==> src/rtl/axi_burst_writer.sv <==
// axi_burst_writer
//   AXI4 write master that packs an incoming byte stream into 32-bit
//   little-endian words and writes them to memory in INCR bursts that never
//   cross a 4 KB boundary. Only one burst is outstanding at a time.
//
// Ports
//   CLK, RST_N           clock, synchronous active-low reset
//   start                launch pulse (ignored while busy)
//   base_addr            start byte address (bits [1:0] ignored)
//   word_count           number of 32-bit words to write
//   busy, done, error    status: in progress, end-of-transfer pulse,
//                        sticky bad-response flag (cleared by start)
//   in_valid/in_ready/in_data   byte stream input
//   aw*                  AXI write address channel (awid/awsize/awburst fixed)
//   w*                   AXI write data channel (full strobes)
//   b*                   AXI write response channel (bid ignored)
module axi_burst_writer #(
  parameter int unsigned ID_WIDTH  = 6,
  parameter int unsigned MAX_BURST = 16
) (
  input  logic                CLK,
  input  logic                RST_N,
  input  logic                start,
  input  logic [31:0]         base_addr,
  input  logic [15:0]         word_count,
  output logic                busy,
  output logic                done,
  output logic                error,
  input  logic                in_valid,
  output logic                in_ready,
  input  logic [7:0]          in_data,
  output logic                awvalid,
  input  logic                awready,
  output logic [31:0]         awaddr,
  output logic [7:0]          awlen,
  output logic [2:0]          awsize,
  output logic [1:0]          awburst,
  output logic [ID_WIDTH-1:0] awid,
  output logic                wvalid,
  input  logic                wready,
  output logic [31:0]         wdata,
  output logic [3:0]          wstrb,
  output logic                wlast,
  input  logic                bvalid,
  output logic                bready,
  input  logic [ID_WIDTH-1:0] bid,
  input  logic [1:0]          bresp
);

  localparam int unsigned LW = $clog2(MAX_BURST) + 1;
  localparam int unsigned PW = $clog2(MAX_BURST);

  typedef enum logic [2:0] {IDLE, FILL, ADDR, DATA, RESP} state_t;

  state_t        state_q, state_d;
  logic [29:0]   addr_q;        // word address, byte address bits [31:2]
  logic [15:0]   remaining_q;
  logic [LW-1:0] len_q;
  logic [LW-1:0] len_calc;
  logic [LW-1:0] beat_q;
  logic [17:0]   byte_cnt_q;
  logic [17:0]   byte_limit_q;
  logic [23:0]   partial_q;
  logic [31:0]   mem [MAX_BURST];
  logic [PW-1:0] wr_ptr_q;
  logic [PW-1:0] rd_ptr_q;
  logic [LW-1:0] fill_q;
  logic          done_q;
  logic          error_q;
  logic          take;
  logic          push;
  logic          pop;
  logic [10:0]   room;
  logic [16:0]   len_wide;
  logic          unused_ok;

  assign unused_ok = ^{bid, base_addr[1:0]};

  assign busy     = (state_q != IDLE);
  assign done     = done_q;
  assign error    = error_q;
  assign awsize   = 3'b010;
  assign awburst  = 2'b01;
  assign awid     = '0;
  assign in_ready = busy && (fill_q != LW'(MAX_BURST)) && (byte_cnt_q < byte_limit_q);
  assign take     = in_valid && in_ready;
  assign push     = take && (byte_cnt_q[1:0] == 2'b11);
  assign pop      = (state_q == DATA) && wready;

  // Next burst length: smallest of remaining words, burst cap and words left
  // before the next 4 KB page (1024 - word offset within the page).
  always_comb begin
    room     = 11'd1024 - {1'b0, addr_q[9:0]};
    len_wide = {1'b0, remaining_q};
    if (len_wide > 17'(MAX_BURST)) len_wide = 17'(MAX_BURST);
    if (len_wide > {6'd0, room})   len_wide = {6'd0, room};
    len_calc = LW'(len_wide);
  end

  always_ff @(posedge CLK) begin
    if (!RST_N) state_q <= IDLE;
    else        state_q <= state_d;
  end

  always_comb begin
    state_d = state_q;
    awvalid = 1'b0;
    awaddr  = '0;
    awlen   = '0;
    wvalid  = 1'b0;
    wdata   = '0;
    wstrb   = '0;
    wlast   = 1'b0;
    bready  = 1'b0;
    case (state_q)
      IDLE: if (start && (word_count != '0)) state_d = FILL;
      // Waiting for a whole burst of words keeps W free of data stalls.
      FILL: if (fill_q >= len_calc) state_d = ADDR;
      ADDR: begin
        awvalid = 1'b1;
        awaddr  = {addr_q, 2'b00};
        awlen   = 8'(len_q - LW'(1));
        if (awready) state_d = DATA;
      end
      DATA: begin
        wvalid = 1'b1;
        wdata  = mem[rd_ptr_q];
        wstrb  = 4'hF;
        wlast  = (beat_q == len_q - LW'(1));
        if (wready && wlast) state_d = RESP;
      end
      RESP: begin
        bready = 1'b1;
        if (bvalid) state_d = (remaining_q == 16'(len_q)) ? IDLE : FILL;
      end
      default: state_d = IDLE;
    endcase
  end

  always_ff @(posedge CLK) begin
    if (!RST_N) begin
      addr_q       <= '0;
      remaining_q  <= '0;
      len_q        <= '0;
      beat_q       <= '0;
      byte_cnt_q   <= '0;
      byte_limit_q <= '0;
      partial_q    <= '0;
      wr_ptr_q     <= '0;
      rd_ptr_q     <= '0;
      fill_q       <= '0;
      done_q       <= 1'b0;
      error_q      <= 1'b0;
    end else begin
      done_q <= 1'b0;
      case (state_q)
        IDLE: if (start) begin
          addr_q       <= base_addr[31:2];
          remaining_q  <= word_count;
          byte_limit_q <= {word_count, 2'b00};
          byte_cnt_q   <= '0;
          error_q      <= 1'b0;
          if (word_count == '0) done_q <= 1'b1;
        end
        FILL: if (fill_q >= len_calc) len_q <= len_calc;
        ADDR: if (awready) beat_q <= '0;
        DATA: if (wready) beat_q <= beat_q + LW'(1);
        RESP: if (bvalid) begin
          if (bresp != 2'b00) error_q <= 1'b1;
          addr_q      <= addr_q + 30'(len_q);
          remaining_q <= remaining_q - 16'(len_q);
          if (remaining_q == 16'(len_q)) done_q <= 1'b1;
        end
        default: ;
      endcase

      if (take) begin
        byte_cnt_q <= byte_cnt_q + 18'd1;
        case (byte_cnt_q[1:0])
          2'd0:    partial_q[7:0]   <= in_data;
          2'd1:    partial_q[15:8]  <= in_data;
          2'd2:    partial_q[23:16] <= in_data;
          default: ;
        endcase
      end

      if (push) wr_ptr_q <= wr_ptr_q + PW'(1);
      if (pop)  rd_ptr_q <= rd_ptr_q + PW'(1);
      case ({push, pop})
        2'b10:   fill_q <= fill_q + LW'(1);
        2'b01:   fill_q <= fill_q - LW'(1);
        default: ;
      endcase
    end
  end

  always_ff @(posedge CLK) begin
    if (push) mem[wr_ptr_q] <= {in_data, partial_q};
  end

endmodule

==> config.mk <==
export PLATFORM = sky130hd
export DESIGN_NAME = axi_burst_writer
export DESIGN_NICKNAME = d
export VERILOG_FILES = /design/src/rtl/axi_burst_writer.sv
export SDC_FILE = /design/constraint.sdc
export NUM_CORES = 1
export LEC_CHECK = 0
export CAP_MARGIN = 30
export CORE_MARGIN = 2
export CORE_UTILIZATION = 45
export DETAILED_ROUTE_END_ITERATION = 8
export GPL_TIMING_DRIVEN = 0
export SYNTH_ARGS = -nofsm -noshare
export SYNTH_HDL_FRONTEND = slang
export SYNTH_SLANG_ARGS = --single-unit
==> constraint.sdc <==
create_clock -name CLK -period 15.3 [get_ports CLK]
set_input_delay 3.06 -clock CLK [delete_from_list [all_inputs] [get_ports CLK]]
set_output_delay 3.06 -clock CLK [all_outputs]
set_load 0.02 [all_outputs]
==> flow_summary_export.csv, run 1 <==
group,metric,value,unit
run_status,status,"complete, no violations",
sta,finalCriticalPeriod,7.17,ns
logic_synthesis,synth_edf_count,512,
logic_synthesis,synthCells,1840,
place,portBuffers,144,
layout,fin_nets,2245,
floorplan,die_area,63800,um^2
critical_path,crit_family,"buffers and inverters",
logic_synthesis,synth_area_leaders,"edfxtp_1 55%, mux4_2 13%, dfxtp_1 9.8%, ha_1 2.6%, nand2_1 2.2%",
layout,multi_input_area,9070,um^2
cts,post_cts_resized,0,
logic_synthesis,async_flop_share,0,%
pwr,vdd_drop_max,0.0756,mV
pwr,p_sw_share,24.6,%
place,routabilityCongestion,0.918,
sta,setup_tns,0,ns
logic_synthesis,avgSynthCellArea,15.1,um^2
pwr,power.switching,1.00,mW
floorplan,rows,91,
cts,clock_sinks,648,
sta,slew-limit-headroom,30.7,%
logic_synthesis,synth_top_cell_area_share,55.3,%
layout,regArea,18100,um^2
detailed_routing,dr.first_iter.drc_count,1472,
global_routing,antenna_found_initial,0,
place,place_inst,2830,
critical_path,worstSetupEndpointType,"output pin",
detailed_routing,wl_per_cell,25.8,um
logic_synthesis,synthXorXnorAreaFrac,1.10,%
detailed_routing,vias,17333,
worst_hold_path,hold_class,"reg -> reg",
critical_path,start_kind,"register",
logic_synthesis,muxShareOfSynthArea,14.1,%
detailed_routing,dr.pass1.iters,6,
logic_synthesis,yosysWarningCount,0,
pwr,power_density,123,nW/um^2
critical_path,critPathMaxFanout,10,
pwr,pwr-share-comb,10.4,%
global_routing,grt_usage,24.1,%
pwr,cellInternalPower,3.08,mW
layout,fin_cells,2961,
sta,drv_slew,0,
layout,fin_util,54.2,%
sta,hold_viol,0,
floorplan,core_area,61400,um^2
global_routing,gr-total-overflow,0,
cts,root_buffer,"clkbuf_16",
cts,numCtsBuffers,70,
sta,fin_crit_sh,46.8,%
place,hpwlAfterDp,51.6,mm
critical_path,path_cells,"clkbuf_1, buf_1, mux4_2, mux4_2, and2_1, clkdlybuf4s50_1",
sta,setup_viol,0,
floorplan,die_y,253,um
logic_synthesis,synthFlopType,"edfxtp_1",
floorplan,die_x,253,um
critical_path,required,12.24,ns
detailed_routing,postRouteWirelength,76.4,mm
logic_synthesis,synth_top_family_by_area,"multiplexers",
detailed_routing,drc,0,
sta,fin_worst_skew,0.0199,ns
sta,worst_pin_slew,1.03,ns
cts,clock_path_buffers,3,
logic_synthesis,synth-seq-cells,648,
cts,cts_tree,"done",
detailed_routing,ant_nets,0,
layout,area_growth,19.7,%
detailed_routing,routed_via_density,5.85,
logic_synthesis,synth-adder-area-share,2.78,%
critical_path,critPathKind,"reg -> out",
cts,post_cts_buffers,0,
critical_path,critPathBufInv,3,
critical_path,critPathMostFrequentCell,"mux4_2",
critical_path,cpPeakStageDelay,0.76,ns
sta,holdWs,0.455,ns
layout,fill_cells,5001,
global_routing,grt_max_degree,25,
sta,rsz0062_at_grt,"no",
job,drv_cap,0,
layout,antenna_cells,0,
cts,cts-hold-fix-buffers,0,
cts,htree_num_levels,3,
cts,clock_latency,0.61,ns
floorplan,io-pin-count,166,
logic_synthesis,synth-compound-area-share,5.35,%
logic_synthesis,ys_seq_area_share,65.1,%
critical_path,crit_slowest_cell,"buf_1",
global_routing,first_global_vias,17560,
logic_synthesis,synth-simple-area-share,8.77,%
floorplan,initial_core_util,45.3,%
logic_synthesis,synth_cell_types,71,
layout,drive_above_1_share,16.6,%
pwr,finalPower,4.08,mW
pwr,clockPowerShare,41.6,%
pwr,seqPwrFrac,48.0,%
cts,clk_transition_reported_paths,0.06,ns
global_routing,grt_pass1_wl,112,mm
pwr,leakage,11.7,nW
sta,fmax,140,MHz
critical_path,crit_arrival,4.11,ns
logic_synthesis,syn_area,27800,um^2
logic_synthesis,synth_top_area_cell,"edfxtp_1",
## kinds of logic after synthesis
logic type	after synthesis
flip-flops	648
XOR/XNOR	35
buffers and inverters	173
multiplexers	193
AO/OA/AOI/OAI	234
adder cells (fa/ha/maj)	60
other	2
AND/OR/NAND/NOR	495
## cell usage in the layout, fill, tap and decap left out, types with 57 or more instances in the layout
master	synthesis	final
dfxtp_1	136	136
edfxtp_1	512	512
clkbuf_16	0	70
nand2_1	165	165
clkdlybuf4s50_1	0	144
mux4_2	160	160
nor2_1	89	85
a21oi_1	78	78
clkbuf_1	68	88
ha_1	57	57
## synthesized netlist by cell type (4+ instances only)
cell      number
o22ai_1       10
o21ai_0       49
o311ai_0       4
mux4_2       160
and3_1        47
nor2_1        89
a211oi_1      10
a311oi_1       5
nand4_1       18
a21oi_1       78
nor4_1        19
buf_1         23
buf_4         19
edfxtp_1     512
nand3_1       38
o211ai_1       6
or4_1          7
nor3_1        29
a21o_1        10
nand2_1      165
nand4b_1       5
nor2b_1        7
o31ai_1        6
xor2_1        15
nand2b_1       7
ha_1          57
mux2i_1       33
a21boi_0       4
a22oi_1        6
xnor2_1       20
and2_1        38
a31oi_1       10
clkbuf_1      68
inv_1         54
o21a_1        10
or3_1          6
dfxtp_1      136
## metrics by stage
stage / instance area [um^2] / setup WS, ns
floorplan: 27900 / 8.78
global placement: 30300 / 4.78
detailed placement: 31000 / 8.67
CTS: 33300 / 8.01
global route: 33300 / 7.93
finish: 33300 / 8.13
## power groups by stage
stage                     registers (mW)  clock network [mW]  logic [mW]
after global placement              1.99                   0       0.413
final                               1.96                1.70       0.425
after floorplan                     1.98                   0       0.270
after CTS                           1.96                1.73       0.421
after detailed placement            2.00                   0       0.419
after global routing                1.96                1.79       0.463
## registers in the layout, summed over array words and instances, names as in the netlist, named ones only
| name | count |
|---|---|
| state_q | 3 |
| wr_ptr_q | 4 |
| done | 1 |
| len_q | 5 |
| mem | 512 |
| byte_limit_q | 16 |
| byte_cnt_q | 18 |
| addr_q | 30 |
| partial_q | 24 |
| error | 1 |
| beat_q | 5 |
| rd_ptr_q | 4 |
| fill_q | 5 |
| remaining_q | 16 |
## final cells by class
| class | count | share of cell area (%) |
|---|---|---|
| Tap cell | 790 | 2.97 |
| Clock buffer | 94 | 5.65 |
| Clock inverter | 35 | 1.24 |
| Buffer | 118 | 1.68 |
| Timing Repair Buffer | 185 | 6.22 |
| Multi-Input combinational cell | 1036 | 27.2 |
| Inverter | 55 | 0.620 |
| Sequential cell | 648 | 54.4 |
## path summary, 6_finish.rpt
check	from	endpoint	slack, ns	cells past startpoint
setup / recovery	register	wdata[23]	8.13	6
hold / removal	byte_limit_q[13]$_SDFFE_PN0P_	byte_limit_q[13]$_SDFFE_PN0P_	0.46	2
setup reg to reg	remaining_q[6]$_SDFFE_PN0P_	state_q[1]$_SDFFE_PN0P_	9.77	20
hold reg to reg	byte_limit_q[13]$_SDFFE_PN0P_	byte_limit_q[13]$_SDFFE_PN0P_	0.46	2
## routing by layer
layer | up-vias | global-route usage [%] | wire length (um)
met2 | 618 | 40.1 | 37600
met3 | 135 | 3.60 | 4470
met1 | 8925 | 32.2 | 32000
li1 | 7655 | - | -
met4 | 0 | 9.06 | 2270
met5 | - | 0 | 0
## tightest hold or removal path, cell delays in order, from the launching register on
cell     delay [ns]
dfxtp_1        0.31
nand2_1        0.05
a21oi_1        0.05
(Power assumes the default switching activity.)
==> run 2: changes to the inputs <==
==> constraint.sdc (replaced) <==
create_clock -name CLK -period 7.15 [get_ports CLK]
set_input_delay 1.43 -clock CLK [delete_from_list [all_inputs] [get_ports CLK]]
set_output_delay 1.43 -clock CLK [all_outputs]
set_load 0.02 [all_outputs]
==> results of run 2 <==
The final DEF is identical to that of run 1. Status: complete, no violations.
Main changes from that run: setup slack after placement 8.67 ns -> 1.63 ns; setup slack after layout 8.13 ns -> 1.61 ns; register-to-register setup slack 9.77 ns -> 1.62 ns; total power 4.08 mW -> 8.73 mW; worst IR drop on VDD 0.0756 mV -> 0.162 mV
